### config.mk
export PLATFORM = sky130hd
export DESIGN_NAME = dcache_wb_buffer
export DESIGN_NICKNAME = d
export VERILOG_FILES = /design/src/rtl/dcache_wb_buffer.sv
export SDC_FILE = /design/constraint.sdc
export NUM_CORES = 2
export LEC_CHECK = 0
export ABC_AREA = 1
export CORE_UTILIZATION = 35
export CTS_BUF_LIST = sky130_fd_sc_hd__clkbuf_4
export DETAILED_ROUTE_END_ITERATION = 6
export PLACE_DENSITY = 0.58
export SLEW_MARGIN = 20
export SYNTH_ARGS = -nofsm -noshare
export SYNTH_HDL_FRONTEND = slang
export SYNTH_SLANG_ARGS = --single-unit
export TNS_END_PERCENT = 1
### constraint.sdc
create_clock -name clk -period 64 [get_ports clk]
set_input_delay 12.8 -clock clk [delete_from_list [all_inputs] [get_ports clk]]
set_output_delay 12.8 -clock clk [all_outputs]
set_load 0.01 [all_outputs]
### src/rtl/dcache_wb_buffer.sv
// dcache_wb_buffer
//   Write-back buffer between the d_cache physical-memory side and the memory
//   arbiter data port. Dirty-line evictions land in a small circular FIFO and
//   are acknowledged in one cycle. Read requests that hit a buffered line are
//   served from the buffer. Buffered lines drain to the arbiter whenever the
//   cache has no request pending. Read misses pass straight through to memory.
//
// Ports
//   clk, rst        clock; asynchronous active-high reset
//   cache_*         d_cache side: address, evicted line, read/write strobes,
//                   fill data and a 1-cycle completion pulse
//   mem_*           arbiter side: address, line out, read/write strobes,
//                   line in and completion pulse
//   stat_*          (only with DCACHE_WB_STATS_EN) wrapping 32-bit counters of
//                   read hits, write coalesces and full-buffer stalls
//
// Configuration
//   DCACHE_WB_STATS_EN  when defined, adds the stat_* outputs and counters.
//                       Buffer behaviour is the same either way.

module dcache_wb_buffer #(
  parameter int DEPTH  = 4,
  parameter int LINE_W = 256,
  parameter int ADDR_W = 32
) (
  input  logic              clk,
  input  logic              rst,
  input  logic [ADDR_W-1:0] cache_address,
  input  logic [LINE_W-1:0] cache_wdata,
  input  logic              cache_read,
  input  logic              cache_write,
  output logic [LINE_W-1:0] cache_rdata,
  output logic              cache_resp,
  output logic [ADDR_W-1:0] mem_address,
  output logic [LINE_W-1:0] mem_wdata,
  output logic              mem_read,
  output logic              mem_write,
  input  logic [LINE_W-1:0] mem_rdata,
  input  logic              mem_resp
`ifdef DCACHE_WB_STATS_EN
  ,
  output logic [31:0]       stat_hits,
  output logic [31:0]       stat_coalesce,
  output logic [31:0]       stat_full_stalls
`endif
);

  localparam int PTR_W = $clog2(DEPTH);
  localparam int CNT_W = PTR_W + 1;
  localparam int TAG_W = ADDR_W - 5;

  typedef enum logic [2:0] {IDLE, ACK, MISS, DRAIN, FULL_DRAIN} state_t;

  state_t              state_q, state_d;
  logic [DEPTH-1:0]    valid_q, valid_d;
  logic [TAG_W-1:0]    tag_q  [DEPTH];
  logic [TAG_W-1:0]    tag_d  [DEPTH];
  logic [LINE_W-1:0]   line_q [DEPTH];
  logic [LINE_W-1:0]   line_d [DEPTH];
  logic [PTR_W-1:0]    head_q, head_d;
  logic [PTR_W-1:0]    tail_q, tail_d;
  logic [CNT_W-1:0]    count_q, count_d;
  logic [LINE_W-1:0]   rdata_q, rdata_d;

  logic [TAG_W-1:0]    req_tag;
  logic                hit;
  logic [PTR_W-1:0]    hit_idx;
  logic                full;

  // Tag CAM over all valid entries. Coalescing keeps tags unique, so at most
  // one entry can match.
  always_comb begin
    req_tag = cache_address[ADDR_W-1:5];
    hit     = 1'b0;
    hit_idx = '0;
    for (int i = 0; i < DEPTH; i++) begin
      if (valid_q[i] && (tag_q[i] == req_tag)) begin
        hit     = 1'b1;
        hit_idx = PTR_W'(i);
      end
    end
    full = (count_q == CNT_W'(DEPTH));
  end

  // Next-state logic. Requests are only evaluated in IDLE; a drain in flight
  // always completes before the pending request is looked at again.
  always_comb begin
    state_d = state_q;
    valid_d = valid_q;
    tag_d   = tag_q;
    line_d  = line_q;
    head_d  = head_q;
    tail_d  = tail_q;
    count_d = count_q;
    rdata_d = rdata_q;

    case (state_q)
      IDLE: begin
        if (cache_write) begin
          if (hit) begin
            line_d[hit_idx] = cache_wdata;
            state_d         = ACK;
          end else if (!full) begin
            valid_d[tail_q] = 1'b1;
            tag_d[tail_q]   = req_tag;
            line_d[tail_q]  = cache_wdata;
            tail_d          = tail_q + PTR_W'(1);
            count_d         = count_q + CNT_W'(1);
            state_d         = ACK;
          end else begin
            state_d = FULL_DRAIN;
          end
        end else if (cache_read) begin
          if (hit) begin
            rdata_d = line_q[hit_idx];
            state_d = ACK;
          end else begin
            state_d = MISS;
          end
        end else if (count_q != '0) begin
          state_d = DRAIN;
        end
      end

      ACK: state_d = IDLE;

      MISS: begin
        if (mem_resp) begin
          rdata_d = mem_rdata;
          state_d = ACK;
        end
      end

      DRAIN, FULL_DRAIN: begin
        if (mem_resp) begin
          valid_d[head_q] = 1'b0;
          head_d          = head_q + PTR_W'(1);
          count_d         = count_q - CNT_W'(1);
          state_d         = IDLE;
        end
      end

      default: state_d = IDLE;
    endcase
  end

  always_ff @(posedge clk or posedge rst) begin
    if (rst) begin
      state_q <= IDLE;
      valid_q <= '0;
      head_q  <= '0;
      tail_q  <= '0;
      count_q <= '0;
      rdata_q <= '0;
      for (int i = 0; i < DEPTH; i++) begin
        tag_q[i]  <= '0;
        line_q[i] <= '0;
      end
    end else begin
      state_q <= state_d;
      valid_q <= valid_d;
      head_q  <= head_d;
      tail_q  <= tail_d;
      count_q <= count_d;
      rdata_q <= rdata_d;
      for (int i = 0; i < DEPTH; i++) begin
        tag_q[i]  <= tag_d[i];
        line_q[i] <= line_d[i];
      end
    end
  end

  // Arbiter-side outputs decode straight from the state, so they drop to zero
  // as soon as reset forces IDLE. The head entry cannot change during a drain.
  always_comb begin
    cache_rdata = rdata_q;
    cache_resp  = (state_q == ACK);
    mem_read    = (state_q == MISS);
    mem_write   = (state_q == DRAIN) || (state_q == FULL_DRAIN);
    mem_address = '0;
    mem_wdata   = '0;
    if (state_q == MISS) begin
      mem_address = cache_address;
    end else if (mem_write) begin
      mem_address = {tag_q[head_q], 5'b0};
      mem_wdata   = line_q[head_q];
    end
  end

`ifdef DCACHE_WB_STATS_EN
  logic [31:0] hits_q, hits_d;
  logic [31:0] coalesce_q, coalesce_d;
  logic [31:0] stalls_q, stalls_d;

  always_comb begin
    hits_d     = hits_q;
    coalesce_d = coalesce_q;
    stalls_d   = stalls_q;
    if (state_q == IDLE) begin
      if (cache_write) begin
        if (hit) coalesce_d = coalesce_q + 32'd1;
        else if (full) stalls_d = stalls_q + 32'd1;
      end else if (cache_read && hit) begin
        hits_d = hits_q + 32'd1;
      end
    end
  end

  always_ff @(posedge clk or posedge rst) begin
    if (rst) begin
      hits_q     <= '0;
      coalesce_q <= '0;
      stalls_q   <= '0;
    end else begin
      hits_q     <= hits_d;
      coalesce_q <= coalesce_d;
      stalls_q   <= stalls_d;
    end
  end

  assign stat_hits        = hits_q;
  assign stat_coalesce    = coalesce_q;
  assign stat_full_stalls = stalls_q;
`endif

endmodule

==> results.json <==
{
  "cp_num_buf_inv": 3,
  "tns_ns": 0,
  "synth_largest_area_cell": "dfrtp_1",
  "h-tree-depth": 5,
  "p_comb_share_pct": 48.0,
  "grt_usage_pct": 31.0,
  "synth_top_family_by_area": "simple AND/OR/NAND/NOR gates",
  "worst_pin_slew_ns": 1.22,
  "critical_path.max_stage_delay_ns": 0.68,
  "clock-skew-final_ns": 0.154,
  "path_class": "in -> out",
  "grt_pass1_vias": 82900,
  "drc": 363,
  "hold_violations": 0,
  "cts.repair.resized": 0,
  "port_buffers": 1095,
  "synthSimpleGateAreaFrac_pct": 38.2,
  "synth-compound-area-share_pct": 9.83,
  "violations": "DRC",
  "overflow": 0,
  "arrival_ns": 14.79,
  "cts_sinks": 1402,
  "fmax_mhz": 36.2,
  "coreArea_um2": 225000,
  "syn-num-nets": 12200,
  "synth_cells": 11700,
  "die_area_um2": 228000,
  "seq_power_share_pct": 33.6,
  "syn_avg_cell_area_um2": 6.78,
  "finalSetupViolCount": 0,
  "switching_share_pct": 48.0,
  "p_sw_mw": 2.22,
  "crit_chain": "clkdlybuf4s50_1 -> inv_2 -> o21ai_0 -> clkdlybuf4s50_1",
  "mostFrequentLayoutCell": "nand2_1",
  "grt_max_degree": 199,
  "netlist_top_cells_area": "dfrtp_1 44%, nand2_1 21%, nand3_1 12%",
  "slowest_stage": "clkdlybuf4s50_1",
  "rsz0062_at_grt": "no",
  "cts_hold_buf": 0,
  "post_drt_via_cell_ratio": 5.55,
  "layout_common_cells": "4,336 x nand2_1, 1,834 x nand3_1, 1,400 x dfrtp_1",
  "post-dp-hpwl_um": 214000,
  "syn_area_um2": 79200,
  "first_iter_violations": 10100,
  "ys_ff_latch": 1402,
  "clk_pin_slew_ns": 0.05,
  "num_rows": 174,
  "finalCriticalPeriod_ns": 27.59,
  "num-fill-cells": 23400,
  "cp_max_fo": 9,
  "antenna_found_initial": 94,
  "synthAdderAreaFrac_pct": 0.152,
  "syn2layout_area_growth_pct": 21.5,
  "max-cap-violations": 0,
  "pwr-share-clk_pct": 18.4,
  "die_h_um": 478,
  "drt-total-wl_um": 365000,
  "nets": 12900,
  "cp_common_cell": "clkdlybuf4s50_1",
  "drtPass1Iterations": 7,
  "postCtsSetupBuffers": 0,
  "internal-power_mw": 2.40,
  "grt_pass1_wl_um": 542000,
  "cpLargestDelayFamily": "buffers and inverters",
  "cts.path.max_buffers": 4,
  "cts_buffers": 423,
  "synth_xor_area_share_pct": 0.188,
  "cp.required_ns": 51.20,
  "vias": 87200,
  "routedWlPerCell_um": 23.3,
  "synthDistinctLibCells": 38,
  "die_w_um": 478,
  "yosysSeqAreaShare_pct": 44.3,
  "drv_slew": 0,
  "relSlewSlack_pct": 18.4,
  "drt.antenna.violating_nets": 0,
  "hp-class": "reg -> reg",
  "hold_slack_ns": 0.467,
  "run_status": "finished, violations left",
  "cts_tree": "done",
  "layout-drive-gt1-share_pct": 6.40,
  "leakagePower_nw": 48.1,
  "gp_congestion": 0.937,
  "peakVddDrop_v": 0.0000301,
  "insertion_delay_ns": 1.46,
  "start_kind": "input port",
  "pwr_density_cell_nw_per_um2": 48.0,
  "synth_top_area_share_pct": 44.3,
  "period_share_pct": 43.1,
  "cts_root_buffer": "clkbuf_4",
  "io_pins": 1096,
  "synthMuxAreaShare_pct": 0,
  "yosys_warnings": 0,
  "initial_utilization_pct": 35.2,
  "critical_path.endpoint_type": "primary output"
}
==> stage by stage <==
stage | power, mW | cell area, um2 | util, % | instances | setup slack [ns]
2_1_floorplan | 2.87 | 79200 | - | 11700 | 11.67
3_3_place_gp | 3.69 | 91100 | 40.5 | 14900 | 36.41
3_5_place_dp | 3.74 | 91100 | 40.5 | 14900 | 36.37
4_1_cts | 4.61 | 96000 | 42.7 | 15600 | 36.35
5_1_grt | 4.95 | 96100 | 42.7 | 15700 | 36.38
6_report | 4.62 | 96200 | 42.8 | 15700 | 36.41
==> logic make-up after synthesis <==
group / count (synthesis)
compound gates: 1544
xor+xnor: 17
fa+ha+maj: 9
buf+inv: 1370
flops: 1402
simple gates: 7335
==> per-layer routing <==
layer  global-route usage (%)  wire length (um)  up-vias  part of all wire (%)
met2                     46.8            163000     5178                    45
met5                        0               429        -                  0.12
met4                     16.8             17700       66                   4.8
li1                         -                 -    39500                     -
met3                     7.65             39200      911                    11
met1                     40.7            145000    41600                    40
==> flip-flops by register name, indices dropped and copies added (netlist names) <==
register     cells
count_q          3
head_q           2
valid_q          4
tail_q           2
cache_rdata    256
tag_q          108
line_q        1024
state_q          3
==> layout make-up <==
class	count	area, um2	share of cell area [%]
Antenna cell	69	173	0.180
Clock buffer	603	4530	4.71
Clock inverter	84	394	0.410
Inverter	424	1650	1.71
Multi-Input combinational cell	8905	38500	40.0
Sequential cell	1402	35100	36.5
Tap cell	2992	3740	3.89
Timing Repair Buffer	1226	12100	12.6
==> synth_stat cells (all sizes together) <==
cell type	instances
nand2	4346
nand3	1837
dfrtp	1402
o21ai	949
nor2	864
clkbuf	591
a21oi	565
inv	424
buf	355
nor3	268
o22ai	18
nand4	15
xnor2	10
o211ai	9
ha	8
xor2	7
and2	2
a211oi	1
a21boi	1
fa	1
nand2b	1
nand3b	1
nor2b	1
o21a	1
==> worst register-to-register path, cell delays in order, from the launching register on <==
cell and delay, ns:
dfrtp_1 0.40, inv_1 0.05, nand2_1 0.05, nand2_1 0.20, nand2_1 0.14, nor2_1 0.10, nand3_4 0.73, nor2_4 0.13
nor2_8 0.87, buf_4 0.88, nand2_1 0.22, a21oi_4 0.21, buf_4 0.64, buf_4 0.81, buf_4 0.89, buf_4 0.92
nand3_1 0.22, nand2_1 0.11
==> final timing paths <==
path	start	end	slack, ns	cells past startpoint
max in group asynchronous	rst	line_q[847]	48.11	6
min in group asynchronous	rst	cache_rdata[227]	11.92	2
min	line_q[282]	line_q[282]	0.47	2
max	cache_address[15]	mem_address[15]	36.41	4
max reg2reg	tag_q[6]	line_q[927]	56.35	17
min reg2reg	line_q[282]	line_q[282]	0.47	2
==> power by group through the flow <==
stage / registers (mW) / logic (mW) / clock network, mW
after floorplan: 1.52 / 1.35 / 0
after global placement: 1.54 / 2.15 / 0
after detailed placement: 1.55 / 2.19 / 0
after CTS: 1.54 / 2.20 / 0.871
after global routing: 1.60 / 2.43 / 0.918
final: 1.55 / 2.22 / 0.851
(Power assumes the default switching activity.)
